**src/rtl/mem_arbiter_if.sv**
```systemverilog
// -----------------------------------------------------------------------------
// mem_arbiter_if
//   Bundles the two requester ports (instruction fetch, load/store) and the
//   shared memory port of mem_arbiter. Clock and reset are not part of the
//   bundle and stay plain ports on the arbiter.
//
//   Signals:
//     ifu_req / ifu_addr             fetch read request and address
//     ifu_rdata / ifu_valid          fetch read data and completion pulse
//     lsu_req / lsu_we / lsu_addr    load/store request, direction, address
//     lsu_wdata / lsu_wmask          store data and byte mask
//     lsu_rdata / lsu_valid          load data and completion pulse
//     m_req / m_we / m_addr          memory request, write enable, address
//     m_wdata / m_wmask              memory write data and byte mask
//     m_ready / m_rdata              memory completion and read data
//
//   Modports:
//     slave  - the arbiter itself
//     master - the environment (requesters and memory model)
// -----------------------------------------------------------------------------
interface mem_arbiter_if;
  logic        ifu_req;
  logic [63:0] ifu_addr;
  logic [63:0] ifu_rdata;
  logic        ifu_valid;

  logic        lsu_req;
  logic        lsu_we;
  logic [63:0] lsu_addr;
  logic [63:0] lsu_wdata;
  logic [7:0]  lsu_wmask;
  logic [63:0] lsu_rdata;
  logic        lsu_valid;

  logic        m_req;
  logic        m_we;
  logic [63:0] m_addr;
  logic [63:0] m_wdata;
  logic [7:0]  m_wmask;
  logic        m_ready;
  logic [63:0] m_rdata;

  modport slave (
    input  ifu_req, ifu_addr,
    output ifu_rdata, ifu_valid,
    input  lsu_req, lsu_we, lsu_addr, lsu_wdata, lsu_wmask,
    output lsu_rdata, lsu_valid,
    output m_req, m_we, m_addr, m_wdata, m_wmask,
    input  m_ready, m_rdata
  );

  modport master (
    output ifu_req, ifu_addr,
    input  ifu_rdata, ifu_valid,
    output lsu_req, lsu_we, lsu_addr, lsu_wdata, lsu_wmask,
    input  lsu_rdata, lsu_valid,
    input  m_req, m_we, m_addr, m_wdata, m_wmask,
    output m_ready, m_rdata
  );
endinterface

```
**src/rtl/mem_arbiter.sv**
```systemverilog
// -----------------------------------------------------------------------------
// mem_arbiter
//   Shares one memory port between an instruction-fetch unit (read only) and a
//   load/store unit. One transaction is in flight at a time:
//     IDLE -> BUSY_IFU/BUSY_LSU (wait for m_ready) -> RESP (valid pulse) -> IDLE
//   The granted request is captured into registers at the grant edge and the
//   memory port is driven from those registers until m_ready.
//
//   Ports:
//     ACLK     clock
//     ARESETn  synchronous active-low reset
//     bus      mem_arbiter_if.slave (requester ports + memory port)
//
//   Configuration:
//     MEM_ARB_RR_EN  defined   -> simultaneous requests alternate (round-robin)
//                    undefined -> simultaneous requests go to the LSU
// -----------------------------------------------------------------------------
module mem_arbiter (
  input  logic         ACLK,
  input  logic         ARESETn,
  mem_arbiter_if.slave bus
);

  typedef enum logic [1:0] {
    IDLE     = 2'd0,
    BUSY_IFU = 2'd1,
    BUSY_LSU = 2'd2,
    RESP     = 2'd3
  } state_t;

  state_t      state;
  state_t      next_state;

  logic        grant;       // a requester is accepted this cycle
  logic        grant_lsu;   // 1 = that requester is the LSU
  logic        busy;
  logic        last_grant;  // 0 = IFU, 1 = LSU; also names the port in flight

  logic        m_req_q;
  logic        m_we_q;
  logic [63:0] m_addr_q;
  logic [63:0] m_wdata_q;
  logic [7:0]  m_wmask_q;
  logic [63:0] ifu_rdata_q;
  logic [63:0] lsu_rdata_q;
  logic        ifu_valid_q;
  logic        lsu_valid_q;

  assign busy = (state == BUSY_IFU) || (state == BUSY_LSU);

  // State register.
  // NOTE: sequential state uses non-blocking assignments so every flop samples
  // pre-edge values regardless of process ordering.
  always_ff @(posedge ACLK) begin
    if (!ARESETn) begin
      state <= IDLE;
    end else begin
      state <= next_state;
    end
  end

  // Next-state and grant decision.
  // NOTE: every variable gets a default before the case so no path leaves it
  // unassigned, which would infer a latch.
  always_comb begin
    next_state = state;
    grant      = 1'b0;
    grant_lsu  = 1'b0;
    unique case (state)
      IDLE: begin
        if (bus.ifu_req || bus.lsu_req) begin
          grant = 1'b1;
`ifdef MEM_ARB_RR_EN
          // On a tie, serve whoever did not win last time.
          if (bus.ifu_req && bus.lsu_req) begin
            grant_lsu = ~last_grant;
          end else begin
            grant_lsu = bus.lsu_req;
          end
`else
          grant_lsu = bus.lsu_req;
`endif
          next_state = grant_lsu ? BUSY_LSU : BUSY_IFU;
        end
      end
      BUSY_IFU, BUSY_LSU: begin
        if (bus.m_ready) begin
          next_state = RESP;
        end
      end
      RESP: begin
        next_state = IDLE;
      end
      default: begin
        next_state = IDLE;
      end
    endcase
  end

  // Request capture, memory port drive, response capture.
  // Requests seen outside IDLE never produce a grant, and m_ready is only
  // acted on while busy, so stray handshakes are ignored.
  always_ff @(posedge ACLK) begin
    if (!ARESETn) begin
      m_req_q     <= 1'b0;
      m_we_q      <= 1'b0;
      m_addr_q    <= '0;
      m_wdata_q   <= '0;
      m_wmask_q   <= '0;
      ifu_rdata_q <= '0;
      lsu_rdata_q <= '0;
      ifu_valid_q <= 1'b0;
      lsu_valid_q <= 1'b0;
      last_grant  <= 1'b1;
    end else begin
      // Valids are single-cycle pulses covering the RESP state.
      ifu_valid_q <= 1'b0;
      lsu_valid_q <= 1'b0;

      if (grant) begin
        last_grant <= grant_lsu;
        m_req_q    <= 1'b1;
        if (grant_lsu) begin
          m_addr_q  <= bus.lsu_addr;
          m_we_q    <= bus.lsu_we;
          m_wdata_q <= bus.lsu_wdata;
          m_wmask_q <= bus.lsu_wmask;
        end else begin
          // Fetches are always reads with no write payload.
          m_addr_q  <= bus.ifu_addr;
          m_we_q    <= 1'b0;
          m_wdata_q <= '0;
          m_wmask_q <= '0;
        end
      end else if (busy && bus.m_ready) begin
        m_req_q <= 1'b0;
        if (last_grant) begin
          lsu_valid_q <= 1'b1;
          if (!m_we_q) begin
            lsu_rdata_q <= bus.m_rdata;
          end
        end else begin
          ifu_valid_q <= 1'b1;
          ifu_rdata_q <= bus.m_rdata;
        end
      end
    end
  end

  assign bus.m_req     = m_req_q;
  assign bus.m_we      = m_we_q;
  assign bus.m_addr    = m_addr_q;
  assign bus.m_wdata   = m_wdata_q;
  assign bus.m_wmask   = m_wmask_q;
  assign bus.ifu_rdata = ifu_rdata_q;
  assign bus.lsu_rdata = lsu_rdata_q;
  assign bus.ifu_valid = ifu_valid_q;
  assign bus.lsu_valid = lsu_valid_q;

endmodule
```
**src/flat_wrapper.sv**
```systemverilog
// flat-port wrapper written by rule: the top's interface ports become plain ports
module mem_arbiter_flat 
  (ACLK, ARESETn, bus_ifu_req, bus_ifu_addr, bus_ifu_rdata, bus_ifu_valid, bus_lsu_req, bus_lsu_we, bus_lsu_addr, bus_lsu_wdata, bus_lsu_wmask, bus_lsu_rdata, bus_lsu_valid, bus_m_req, bus_m_we, bus_m_addr, bus_m_wdata, bus_m_wmask, bus_m_ready, bus_m_rdata);
  mem_arbiter_if bus_i ();
  input  logic ACLK;
  input  logic ARESETn;
  input wire logic [$bits(bus_i.ifu_req)-1:0] bus_ifu_req;
  input wire logic [$bits(bus_i.ifu_addr)-1:0] bus_ifu_addr;
  output wire logic [$bits(bus_i.ifu_rdata)-1:0] bus_ifu_rdata;
  output wire logic [$bits(bus_i.ifu_valid)-1:0] bus_ifu_valid;
  input wire logic [$bits(bus_i.lsu_req)-1:0] bus_lsu_req;
  input wire logic [$bits(bus_i.lsu_we)-1:0] bus_lsu_we;
  input wire logic [$bits(bus_i.lsu_addr)-1:0] bus_lsu_addr;
  input wire logic [$bits(bus_i.lsu_wdata)-1:0] bus_lsu_wdata;
  input wire logic [$bits(bus_i.lsu_wmask)-1:0] bus_lsu_wmask;
  output wire logic [$bits(bus_i.lsu_rdata)-1:0] bus_lsu_rdata;
  output wire logic [$bits(bus_i.lsu_valid)-1:0] bus_lsu_valid;
  output wire logic [$bits(bus_i.m_req)-1:0] bus_m_req;
  output wire logic [$bits(bus_i.m_we)-1:0] bus_m_we;
  output wire logic [$bits(bus_i.m_addr)-1:0] bus_m_addr;
  output wire logic [$bits(bus_i.m_wdata)-1:0] bus_m_wdata;
  output wire logic [$bits(bus_i.m_wmask)-1:0] bus_m_wmask;
  input wire logic [$bits(bus_i.m_ready)-1:0] bus_m_ready;
  input wire logic [$bits(bus_i.m_rdata)-1:0] bus_m_rdata;
  assign bus_i.ifu_req = bus_ifu_req;
  assign bus_i.ifu_addr = bus_ifu_addr;
  assign bus_ifu_rdata = bus_i.ifu_rdata;
  assign bus_ifu_valid = bus_i.ifu_valid;
  assign bus_i.lsu_req = bus_lsu_req;
  assign bus_i.lsu_we = bus_lsu_we;
  assign bus_i.lsu_addr = bus_lsu_addr;
  assign bus_i.lsu_wdata = bus_lsu_wdata;
  assign bus_i.lsu_wmask = bus_lsu_wmask;
  assign bus_lsu_rdata = bus_i.lsu_rdata;
  assign bus_lsu_valid = bus_i.lsu_valid;
  assign bus_m_req = bus_i.m_req;
  assign bus_m_we = bus_i.m_we;
  assign bus_m_addr = bus_i.m_addr;
  assign bus_m_wdata = bus_i.m_wdata;
  assign bus_m_wmask = bus_i.m_wmask;
  assign bus_i.m_ready = bus_m_ready;
  assign bus_i.m_rdata = bus_m_rdata;
  mem_arbiter u_core (.ACLK(ACLK), .ARESETn(ARESETn), .bus(bus_i));
endmodule
```
**config.mk**
```make
export PLATFORM = sky130hd
export DESIGN_NAME = mem_arbiter_flat
export DESIGN_NICKNAME = d
export VERILOG_FILES = /design/src/rtl/mem_arbiter_if.sv /design/src/rtl/mem_arbiter.sv /design/src/flat_wrapper.sv
export SDC_FILE = /design/constraint.sdc
export NUM_CORES = 1
export LEC_CHECK = 0
export BUFFER_PORTS_ARGS = -buffer_cell sky130_fd_sc_hd__buf_2
export CAP_MARGIN = 20
export CORE_AREA = 3 3 206 208
export DETAILED_ROUTE_END_ITERATION = 6
export DIE_AREA = 0 0 209 211
export PLACE_DENSITY_LB_ADDON = 0.2
export SLEW_MARGIN = 30
export SYNTH_ARGS = -nofsm -noshare
export SYNTH_HDL_FRONTEND = slang
export SYNTH_SLANG_ARGS = --single-unit
```
**constraint.sdc**
```tcl
create_clock -name ACLK -period 2.2 [get_ports ACLK]
set_input_delay 0 -clock ACLK [delete_from_list [all_inputs] [get_ports ACLK]]
set_output_delay 0 -clock ACLK [all_outputs]
set_load 0.05 [all_outputs]
```
# Word-level counts from Yosys, hierarchy flattened
# Cells that the tools add are included.
totals:
  regBits: 271
  input_bits: 270
  output_inout_bits: 268
  wordCells: 47
classes:
  eq_ne: 5
  n_mux: 16
  n_bitwise: 5
  reduce_logical: 10
op_table:
  columns: ["op", "n"]
  rows:
  - ["$mux 64", 2]
  - ["$mux 1", 9]
  - ["$mux 8", 1]
  - ["$mux 2", 3]
  - ["$pmux 2 s3", 1]
  - ["$not 1->1", 5]
  - ["$eq 2x2->1 const B", 2]
  - ["$reduce_and 4->1", 1]
  - ["$reduce_and 3->1", 1]
  - ["$reduce_or 3->1", 1]
  - ["$eq 2x1->1 const B", 1]
  - ["$logic_not 2->1", 1]
  - ["$logic_or 1x1->1", 2]
  - ["$ne 2x1->1 const B", 1]
  - ["$ne 2x2->1 const B", 1]
  - ["$reduce_and 2->1", 1]
  - ["$reduce_bool 2->1", 1]
  - ["$reduce_or 2->1", 1]
  - ["$logic_and 1x1->1", 1]

# Depth between registers and ports, before layout
# Gate-level depths: netlist of run 1.
depth:
  word_depth: 5
  ltp_mapped: 8
  depth_no_buf: 5

# Least setup slack after synthesis of run 1
# No wires, ideal clock.
synth_path:
  path_kind: "reg-to-reg"
  startpoint: "reg u_core.state[0]"
  endpoint: "reg u_core.lsu_rdata_q[0], in the netlist u_core.bus.lsu_rdata[0]"
  setup_time_ns: 0.072
  t_arrival_ns: 1.568
  required_time_ns: 2.128
  slack_ns: 0.560
  stages_incl_launch_ff: 9
  n_path_buf: 3
  period_less_slack_ns: 1.640
  cell_sequence: "dfxtp_1 > inv_1 > ha_1 > buf_2 > o21a_4 > nor4b_4 > buf_6 > buf_12 > mux2i_1"
synth_via:
  elab_chain_len: 4
  word_cells_on_any_way: 8
  classes_between: "eq/ne: 2; mux: 1; bitwise: 1; reduce/logical: 4"
synth_rtl:
  columns: ["item", "line_no", "source"]
  rows:
  - ["from (decl)", "mem_arbiter.sv:31", "state_t state;"]
  - ["from (signal assigned)", "mem_arbiter.sv:58", "state <= next_state;"]
  - ["$eq 2x1->1, or another cell as far along", "mem_arbiter.sv:49", "assign busy = (state == BUSY_IFU) || (state == BUSY_LSU);"]
  - ["$logic_or 1x1->1 or $mux 1 (tied branches)", "mem_arbiter.sv:49, mem_arbiter.sv:69", null]
  - ["$logic_and 1x1->1 or $not 1->1 (tied branches)", null, null]
  - ["$reduce_and 4->1 (no line) *", null, null]
  - ["to (signal assigned)", "mem_arbiter.sv:140", "lsu_rdata_q <= bus.m_rdata;"]
  - ["to (decl)", "mem_arbiter.sv:45", "logic [63:0] lsu_rdata_q;"]
# Every way passes the cells marked *; elsewhere a longest branch is shown, timed or not.
# A chain may end at the register's enable or synchronous reset.

# Final worst setup path of run 1
layout_path:
  startpoint: "reg u_core.state[1]"
  endpoint: "reg u_core.lsu_rdata_q[4], in the netlist u_core.bus.lsu_rdata[4]"
# Same word-level chain as after synthesis.

==> metrics, run 1 <==
total routed wirelength=around 40 mm; Seq pwr share=32.4%; fin util=43.7%; FF+latch count, synth=271; average routed wire per standard cell=16.0 um; vias in the first global route=11,306; DRT Pass-1 Iters=5; Synth top area share=49.9%; worst hold margin=0.0336 ns; slowest cell delay on critical path=0.35 ns; Pint=11,200 uW; Num CTS Buffers=34; main combinational cell family by area after synthesis=compound AO/OA/AOI/OAI gates; Setup Skew=0.0110 ns; top cells by area, synth=dfxtp_1, mux2i_1, nand2_1, a22o_1, a22oi_1; CTS tree=yes; Antenna Nets Post-Route=0; status=finished, final reports clean; most frequent CP cell=buf_12; ANT cells=0; post-layout net count=2,219; HPWL Detailed=27.5 mm; Req. time, crit path=2.63 ns; PnR Total Power=19,200 uW; max_cap viols=0; Bufs on Longest Clock Path=3; simple-gate area share of the yosys netlist=14.0%; CP top delay family=buffers and inverters; final period utilization=between 80 and 90%; reg2reg start=u_core.state[1]$_SDFFE_PN0P_; CP Class=flop to flop; Fmax=~520 MHz; commonest register cell after synthesis=dfxtp_1; # port buffers=537; post-synthesis sequential area ratio=between 40% and 50%; pre-CTS WS=0.293 ns; Final setup viols=0; CP cell instances=inv_1 > ha_2 > nand2_1 > nor4b_4 > buf_12 > buf_12 > mux2i_1; Die Ht=around 210 um; Filler cells=between 4,000 and 5,000; Synth Area in Adders=0.115%; post-synthesis compound-gate area fraction=16.6%; largest net degree at the start of global routing=129; core area=40,700 um2; P_sw=about 8000 uW; CP max-delay cell=ha_2; async set-reset flop share out of synthesis=0%; CP endpoint kind=flop; slew margin rel.=50.9%; Root Buffer=clkbuf_16; Die W=~210 um; post-synthesis xor/xnor area fraction=0%; drt first-iter violations=527; Ys Warns=0; Hold Crit Start=ARESETn; worst vdd ir=633 uV; most frequent cells after synthesis=dfxtp_1, nand2_1, mux2i_1, nor2b_1, a22oi_1; Leak=0.00831 uW; crit-path max FO=24; final global-route overflow total=0; RePlAce Congestion=approximately 0.77; GRT Total Usage=17.2%; Pwr Density=~1100 nW/um2; area leader, netlist=dfxtp_1; insertion delay of the later-clocked pin in the worst-skew pair=0.51 ns; H-tree depth=2; post-synthesis mux area share=11.8%; Via density=between 4 and 5; Hold Path Class=input pin to flop; Gate power share=39.1%; initial antenna violation count=0; full die area=44,100 um2; syn_nets=1,460; Sw Ratio=about two fifths; I/O pin count=between 500 and 600; Critical Path Start=u_core.state[1]$_SDFFE_PN0P_; Worst Setup Start Kind=flop; global-route wire length before repair=just over 60 mm; Clock Sinks=271; Residual DRC=0; setup TNS=0 ns; Syn Area/Cell=9.14 um2; Area Overhead vs Synth=63.9%; Slew @ Worst Pin=roughly 0.74 ns; Clk network pwr share=28.5%; Cell Rows=74; Hold Vio Cnt, Final=0; vias=11,261; Worst-path clk slew=0.06 ns; layout cells sized above 1=31.4%; RSZ-0062 raised after global routing=false; CP arrival=2.35 ns; post-route setup slack=0.274 ns; Tmin final=1.93 ns; Max Slew Vio Count=0; Mapped Area=10,900 um2; critical path buffer and inverter count=3; most frequent cell after synthesis=dfxtp_1; Starting Density=26.7%; EDFF count, synth=0; cell count after synthesis=1,189; post-synth cell types=26
worst min-delay path, cell delays in order:
cell	delay, ns
clkbuf_8	0.28
nand2_1	0.14
mux2i_1	0.06
logic make-up after synthesis:
kind of cell | after synthesis
and+or+nand+nor | 344
AOI/OAI and AO/OA | 274
DFF | 271
buffers and inverters | 171
muxes | 128
adders and majority gates | 1
cell usage in the layout (no fill, tap or decap), types with 3 or more instances in the layout:
cell type / count
buf_2: 535
dfxtp_1: 271
dlygate4sd3_1: 269
nand2_1: 194
mux2i_1: 128
nor2b_1: 75
a22oi_1: 73
a21oi_1: 68
inv_1: 67
o21ai_0: 66
nor2_1: 65
a22o_1: 64
clkbuf_16: 35
buf_12: 13
clkbuf_8: 9
buf_4: 9
clkinv_2: 6
clkbuf_1: 4
clkinvlp_4: 4
nand2b_1: 3
area by class of cell:
cell class                 instances  area (um2)  share of cell area, %
timing repair buffer             827        5710                   32.1
sequential                       271        5430                   30.5
multi-input combinational        747        4650                   26.1
clock buffer                      47        1000                   5.62
tap                              532         666                   3.74
inverter                          67         251                   1.41
clock inverter                    13         108                  0.604
path summary, 6_finish.rpt:
kind                                                 to  slack [ns]  cells after the start
hold / removal    u_core.bus.ifu_rdata[15]$_SDFFE_PN0P_        0.03                      3
setup / recovery   u_core.bus.lsu_rdata[4]$_SDFFE_PN0P_        0.27                      7
setup reg to reg   u_core.bus.lsu_rdata[4]$_SDFFE_PN0P_        0.27                      7
hold reg to reg   u_core.bus.ifu_rdata[56]$_SDFFE_PN0P_        0.45                      2
metal layers:
layer	track usage, %	vias up	share of wire [%]
met3	3.95	82	6.4
met5	0	-	0
li1	-	5518	-
met1	20.5	5235	41
met2	30.2	426	49
met4	6.44	0	3.4
flip-flops by register name (all words and copies together), names as in the netlist:
| signal | cells |
|---|---|
| u_core.bus.ifu_rdata | 64 |
| u_core.bus.lsu_rdata | 64 |
| u_core.bus.m_addr | 64 |
| u_core.bus.m_wdata | 64 |
| u_core.bus.m_wmask | 8 |
| u_core.state | 2 |
| u_core.bus.ifu_valid | 1 |
| u_core.bus.lsu_valid | 1 |
| u_core.bus.m_req | 1 |
| u_core.bus.m_we | 1 |
| u_core.last_grant | 1 |
through the flow:
| step | instance area, um2 | std cells |
|---|---|---|
| finish | 17800 | 2504 |
| detailed placement | 14000 | 2175 |
| global route | 17800 | 2504 |
| floorplan | 10900 | 1189 |
| CTS | 17800 | 2504 |
| global placement | 14000 | 2175 |
power groups by stage:
stage	Clock, uW	Combinational [uW]	Sequential (uW)
finish	5470	7510	6220
global route	5840	7980	6310
floorplan	0	2340	9180
global placement	0	7090	6300
CTS	5640	7560	6210
detailed placement	0	7140	6290
timing repair:
action                     4_1_cts  5_1_grt
hold endpoints to repair       270        0
resized for setup                0        0
setup buffers                    0        0
setup endpoints to repair        0        0
hold buffers                   269        0
(Power assumes the default switching activity.)
==> run 2: changes to the inputs <==
--- a/config.mk
+++ b/config.mk
@@ -7,9 +7,11 @@
 export LEC_CHECK = 0
 export BUFFER_PORTS_ARGS = -buffer_cell sky130_fd_sc_hd__buf_2
 export CAP_MARGIN = 20
-export CORE_AREA = 3 3 206 208
+export CELL_PAD_IN_SITES_DETAIL_PLACEMENT = 0
+export CELL_PAD_IN_SITES_GLOBAL_PLACEMENT = 2
+export CORE_MARGIN = 3
+export CORE_UTILIZATION = 25
 export DETAILED_ROUTE_END_ITERATION = 6
-export DIE_AREA = 0 0 209 211
 export PLACE_DENSITY_LB_ADDON = 0.2
 export SLEW_MARGIN = 30
 export SYNTH_ARGS = -nofsm -noshare
==> run 2 against run 1 <==
  * Combinational power grew 1%
  * Register-to-register slack lost 0.07 ns
  * Largest cell class unchanged
  * Core utilization down 1.4 points
  * Highest routed layer is now met5
  * Non-clock buffer count is the same
  * Clock power up 9.5%
  * Fmax shrank 3.5%
  * Sequential share of layout area decreased by 0.20 points
  * Critical endpoint is now u_core.bus.lsu_rdata[29]$_SDFFE_PN0P_
  * Die area up 4.3%
==> metrics, run 2 (synthesis results as in run 1) <==
RePlAce Congestion=0.783 (was 0.769); slew margin rel.=45.0% (was 50.9%); insertion delay of the later-clocked pin in the worst-skew pair=0.53 ns (was 0.51 ns); r2r endpoint=u_core.bus.lsu_rdata[29]$_SDFFE_PN0P_ (was u_core.bus.lsu_rdata[4]$_SDFFE_PN0P_); CP endpoint kind=flop (unchanged); Via density=4.34 (was 4.50); Pwr Density=1100 nW/um2 (was 1080 nW/um2); slowest cell delay on critical path=0.40 ns (was 0.35 ns); most common cell after layout, fill and taps aside=buf_2 (unchanged); pre-CTS WS=0.203 ns (was 0.293 ns); Worst-path clk slew=0.06 ns (about the same); CP arrival=2.45 ns (was 2.35 ns); Worst Setup Start Kind=flop (unchanged); average routed wire per standard cell=16.8 um (was 16.0 um); DRT Pass-1 Iters=4 (was 5); I/O pin count=538 (unchanged); CTS tree=yes (unchanged); worst vdd ir=690 uV (was 633 uV); Post-Layout Cell Count=2,553 (was 2,504); PnR Total Power=19,800 uW (was 19,200 uW); total routed wirelength=42.8 mm (was 40.0 mm); Bufs on Longest Clock Path=3 (unchanged); most frequent cells in the layout=buf_2, dfxtp_1, dlygate4sd3_1 (unchanged); Starting Density=25.6% (was 26.7%); drt first-iter violations=522 (was 527); largest net degree at the start of global routing=132 (was 129); Tmin final=2.00 ns (was 1.93 ns); Slew @ Worst Pin=0.822 ns (was 0.737 ns); status=finished, final reports clean (unchanged); Req. time, crit path=2.65 ns (was 2.63 ns); critical path buffer and inverter count=2 (was 3); worst hold margin=0.0330 ns (was 0.0336 ns); Num CTS Buffers=35 (was 34); HPWL Detailed=30.3 mm (was 27.5 mm); GRT Total Usage=17.9% (was 17.2%); hold depth=4 (was 3); reg2reg start=u_core.state[1]$_SDFFE_PN0P_ (unchanged); core area=42,400 um2 (was 40,700 um2); full die area=46,000 um2 (was 44,100 um2); Setup Skew=0.0137 ns (was 0.0110 ns); Cell Rows=75 (was 74); max_cap viols=0 (unchanged); Hold Path Class=input pin to flop (unchanged); Fmax=501 MHz (was 519 MHz); Hold Crit Start=bus_ifu_addr[23] (was ARESETn); layout cells sized above 1=31.5% (was 31.4%); Final setup viols=0 (unchanged); CP max-delay cell=buf_12 (was ha_2); post-layout net count=2,220 (was 2,219); register-to-register setup slack=0.20 ns (was 0.27 ns); FF-to-FF path depth=6 (was 7); final period utilization=90.7% (was 87.6%); setup TNS=0 ns (unchanged); Hold Vio Cnt, Final=0 (unchanged); vias in the first global route=11,303 (was 11,306); final global-route overflow total=0 (unchanged); multi-input logic area=4650 um2 (unchanged); vias=11,082 (was 11,261); post-route setup slack=0.204 ns (was 0.274 ns); Antenna Nets Post-Route=0 (unchanged); Max Slew Vio Count=0 (unchanged); Residual DRC=0 (unchanged); Clock Sinks=271 (unchanged); Area Overhead vs Synth=65.0% (was 63.9%); CP cell instances=inv_1 > ha_2 > nand2_1 > nor4b_4 > buf_12 > mux2i_1 (was inv_1 > ha_2 > nand2_1 > nor4b_4 > buf_12 > buf_12 > mux2i_1); Leak=0.00835 uW (was 0.00831 uW); CP Class=flop to flop (unchanged); # port buffers=537 (unchanged); post-CTS sizing=0 (unchanged); initial antenna violation count=5 (was 0); FF+latch area=5430 um2 (unchanged); crit-path max FO=64 (was 24); Root Buffer=clkbuf_16 (unchanged); H-tree depth=2 (unchanged); Min-Delay Endpoint=u_core.bus.m_addr[23]$_SDFFE_PN0P_ (was u_core.bus.ifu_rdata[15]$_SDFFE_PN0P_); Filler cells=4,416 (was 4,030); RSZ-0062 raised after global routing=false (unchanged); placed instance count=2,224 (was 2,175); CP top delay family=buffers and inverters (unchanged); Die Ht=214 um (was 211 um); global-route wire length before repair=65.7 mm (was 62.0 mm); Die W=214 um (was 209 um)
run 2: where the power goes:
group | switching, uW | internal (uW) | leakage [uW] | total (uW)
Combinational | 5490 | 2130 | 0.00554 | 7610
Clock | 2210 | 3790 | 0.000592 | 5990
Sequential | 413 | 5780 | 0.00221 | 6200
Total | 8100 | 11700 | 0.00835 | 19800
run 2: worst reg2reg max path: cells and delay by family (launching register included):
| family | cells | cell delay, ns |
|---|---|---|
| mux | 1 | 0.37 |
| buf+inv | 2 | 0.45 |
| fa+ha+maj | 1 | 0.35 |
| simple gates | 2 | 0.44 |
| flops | 1 | 0.33 |
run 2: timing repair:
action                                 4_1_cts  5_1_grt
hold buffers                               265        0
endpoints found under the hold margin      269        0
buffers inserted                             0        0
run 2: through the flow:
stage               cell area, um2  util [%]
floorplan                    10900         -
global placement             14100      33.2
detailed placement           14100      33.2
CTS                          17900      42.3
global route                 17900      42.3
finish                       17900      42.3
run 2: worst max-delay path by stage:
stage	startpoint	slack (ns)	to	depth (start not counted)
3_3_place_gp	u_core.state[1]$_SDFFE_PN0P_	0.27	u_core.bus.lsu_rdata[18]$_SDFFE_PN0P_	6
4_1_cts	u_core.state[1]$_SDFFE_PN0P_	0.20	u_core.bus.lsu_rdata[34]$_SDFFE_PN0P_	6
5_1_grt	u_core.state[1]$_SDFFE_PN0P_	0.05	u_core.bus.lsu_rdata[43]$_SDFFE_PN0P_	6
6_report	u_core.state[1]$_SDFFE_PN0P_	0.20	u_core.bus.lsu_rdata[29]$_SDFFE_PN0P_	6
3_5_place_dp	u_core.state[1]$_SDFFE_PN0P_	0.20	u_core.bus.lsu_rdata[36]$_SDFFE_PN0P_	6
2_1_floorplan	u_core.state[0]$_SDFFE_PN0P_	0.56	u_core.bus.lsu_rdata[0]$_SDFFE_PN0P_	8
run 2: layout make-up:
cell class              instances  area share (%)
multi-input cells             747            25.9
clock buffers                  49            5.64
well taps                     577            4.03
flip-flops and latches        271            30.3
diodes                          3          0.0419
repair buffers                827            31.7
inverters                      67            1.40
clock inverters                12            1.05
run 2: routing by layer:
layer,up-vias,part of all wire [%],global-route usage [%]
met2,347,48,30.3
met3,77,7.4,6.23
met1,5129,42,21.1
met5,-,0.033,0
li1,5525,-,-
met4,4,3.0,5.97
==> run 3: changes to the inputs <==
--- a/config.mk
+++ b/config.mk
@@ -13,6 +13,7 @@
 export CORE_UTILIZATION = 25
 export DETAILED_ROUTE_END_ITERATION = 6
 export PLACE_DENSITY_LB_ADDON = 0.2
+export RECOVER_POWER = 50
 export SLEW_MARGIN = 30
 export SYNTH_ARGS = -nofsm -noshare
 export SYNTH_HDL_FRONTEND = slang
==> run 3 against run 2 <==
  * Non-clock buffer count is the same
  * Final area shrank 1.9%
  * Fmax shrank 0.25%
  * Sequential power is essentially flat
  * Clock-buffer cell count is the same
  * Global-route usage is the same
  * Critical endpoint unchanged
==> metrics, run 3 (synthesis results as in run 1) <==
Sw Ratio=41.5% (was 40.9%); Cell Rows=75 (unchanged); RSZ-0062 raised after global routing=false (unchanged); Filler cells=4,503 (was 4,416); # port buffers=537 (unchanged); Min-Delay Endpoint=u_core.bus.m_addr[23]$_SDFFE_PN0P_ (unchanged); CTS tree=yes (unchanged); Leak=0.00725 uW (was 0.00835 uW); hold depth=4 (unchanged); Starting Density=25.6% (unchanged); CP max-delay cell=buf_12 (unchanged); status=finished, final reports clean (unchanged); Placed Area=14,100 um2 (unchanged); Clock Sinks=271 (unchanged); CP endpoint kind=flop (unchanged); average routed wire per standard cell=16.8 um (about the same); Final setup viols=0 (unchanged); DRT Pass-1 Iters=5 (was 4); largest net degree at the start of global routing=132 (unchanged); post-route setup slack=0.199 ns (was 0.204 ns); Hold Crit Start=bus_ifu_addr[23] (unchanged); insertion delay of the later-clocked pin in the worst-skew pair=0.53 ns (about the same); Residual DRC=0 (unchanged); worst hold margin=0.0338 ns (was 0.0330 ns); fin area=17,600 um2 (was 17,900 um2); global-route wire length before repair=65.7 mm (unchanged); final global-route overflow total=0 (unchanged); H-tree depth=2 (unchanged); Fmax=500 MHz (was 501 MHz); Via density=4.35 (was 4.34); Tmin final=2.00 ns (about the same); most common cell after layout, fill and taps aside=clkbuf_1 (was buf_2); RePlAce Congestion=0.783 (unchanged); Gate power share=37.6% (was 38.4%); crit-path max FO=64 (unchanged); total routed wirelength=43.0 mm (was 42.8 mm); r2r endpoint=u_core.bus.lsu_rdata[29]$_SDFFE_PN0P_ (unchanged); Die W=214 um (unchanged); Hold Path Class=input pin to flop (unchanged); final period utilization=91.0% (was 90.7%); post-CTS sizing=0 (unchanged); full die area=46,000 um2 (unchanged); Root Buffer=clkbuf_16 (unchanged); CP cell instances=inv_1 > ha_2 > nand2_1 > nor4b_4 > buf_12 > mux2i_1 (unchanged); worst vdd ir=694 uV (was 690 uV); slowest cell delay on critical path=0.39 ns (was 0.40 ns); Worst Setup Start Kind=flop (unchanged); P_sw=8140 uW (was 8100 uW); Area Overhead vs Synth=61.9% (was 65.0%); drt first-iter violations=527 (was 522); Seq pwr share=31.7% (was 31.3%); HPWL Detailed=30.3 mm (unchanged); pre-CTS WS=0.203 ns (unchanged); Worst-path clk slew=0.06 ns (about the same); Max Slew Vio Count=0 (unchanged); Pint=11,500 uW (was 11,700 uW); core area=42,400 um2 (unchanged); layout cells sized above 1=17.8% (was 31.5%); GRT Total Usage=17.9% (unchanged); slew margin rel.=44.4% (was 45.0%); Die Ht=214 um (unchanged); post-layout net count=2,220 (unchanged); initial antenna violation count=5 (unchanged); Pwr Density=1110 nW/um2 (was 1100 nW/um2); CP Class=flop to flop (unchanged); Antenna Nets Post-Route=0 (unchanged); register-to-register setup slack=0.20 ns (about the same); fin util=41.5% (was 42.3%); FF-to-FF path depth=6 (unchanged); setup TNS=0 ns (unchanged); Hold Vio Cnt, Final=0 (unchanged); Setup Skew=0.0113 ns (was 0.0137 ns); max_cap viols=0 (unchanged); Req. time, crit path=2.65 ns (about the same); Num CTS Buffers=35 (unchanged); I/O pin count=538 (unchanged); Slew @ Worst Pin=0.831 ns (was 0.822 ns); CP arrival=2.45 ns (about the same); vias in the first global route=11,303 (unchanged); vias=11,093 (was 11,082); Bufs on Longest Clock Path=3 (unchanged); most frequent cells in the layout=clkbuf_1, dfxtp_1, buf_2 (was buf_2, dfxtp_1, dlygate4sd3_1); Clk network pwr share=30.6% (was 30.3%); reg2reg start=u_core.state[1]$_SDFFE_PN0P_ (unchanged)
-- run 3: power by group through the flow --
| stage | sequential, uW | combinational (uW) | clock, uW |
|---|---|---|---|
| final | 6220 | 7370 | 6010 |
| after global routing | 6330 | 7850 | 6380 |
| after CTS | 6190 | 7690 | 6210 |
| after detailed placement | 6280 | 7270 | 0 |
| after global placement | 6270 | 7270 | 0 |
| after floorplan | 9180 | 2340 | 0 |
-- run 3: layout make-up --
| class | count | area, um2 | share of cell area [%] |
|---|---|---|---|
| clock inverter | 12 | 189 | 1.07 |
| tap | 577 | 722 | 4.10 |
| sequential | 271 | 5430 | 30.8 |
| clock buffer | 49 | 1010 | 5.75 |
| antenna | 3 | 7.51 | 0.0427 |
| inverter | 67 | 251 | 1.43 |
| multi-input combinational | 747 | 4650 | 26.4 |
| timing repair buffer | 827 | 5340 | 30.4 |
-- run 3: timing repair --
action,CTS,global route
buffers inserted,0,0
hold endpoints to repair,269,0
hold buffers,265,0
-- run 3: per-stage QoR --
step / instances / total power (uW)
4_1_cts: 2550 / 20100
6_report: 2553 / 19600
3_3_place_gp: 2224 / 13500
2_1_floorplan: 1189 / 11500
3_5_place_dp: 2224 / 13600
5_1_grt: 2553 / 20600
-- run 3: worst max path at each step --
stage / slack [ns] / endpoint / cells past startpoint / startpoint
floorplan: 0.56 / u_core.bus.lsu_rdata[0]$_SDFFE_PN0P_ / 8 / u_core.state[0]$_SDFFE_PN0P_
global placement: 0.27 / u_core.bus.lsu_rdata[18]$_SDFFE_PN0P_ / 6 / u_core.state[1]$_SDFFE_PN0P_
detailed placement: 0.20 / u_core.bus.lsu_rdata[36]$_SDFFE_PN0P_ / 6 / u_core.state[1]$_SDFFE_PN0P_
CTS: 0.20 / u_core.bus.lsu_rdata[34]$_SDFFE_PN0P_ / 6 / u_core.state[1]$_SDFFE_PN0P_
global route: 0.05 / u_core.bus.lsu_rdata[43]$_SDFFE_PN0P_ / 6 / u_core.state[1]$_SDFFE_PN0P_
finish: 0.20 / u_core.bus.lsu_rdata[29]$_SDFFE_PN0P_ / 6 / u_core.state[1]$_SDFFE_PN0P_
-- run 3: critical path: cells and delay by family, from the launching register on --
kind / cells / cell delay (ns)
adder cells (fa/ha/maj): 1 / 0.35
buffers and inverters: 2 / 0.44
flip-flops: 1 / 0.33
multiplexers: 1 / 0.25
AND/OR/NAND/NOR: 2 / 0.44
-- run 3: layer usage --
metal	vias up	share of wire, %	track usage (%)
li1	5529	-	-
met1	5132	42	21.1
met2	354	48	30.3
met3	74	7.5	6.23
met4	4	2.7	5.97
met5	-	0.049	0
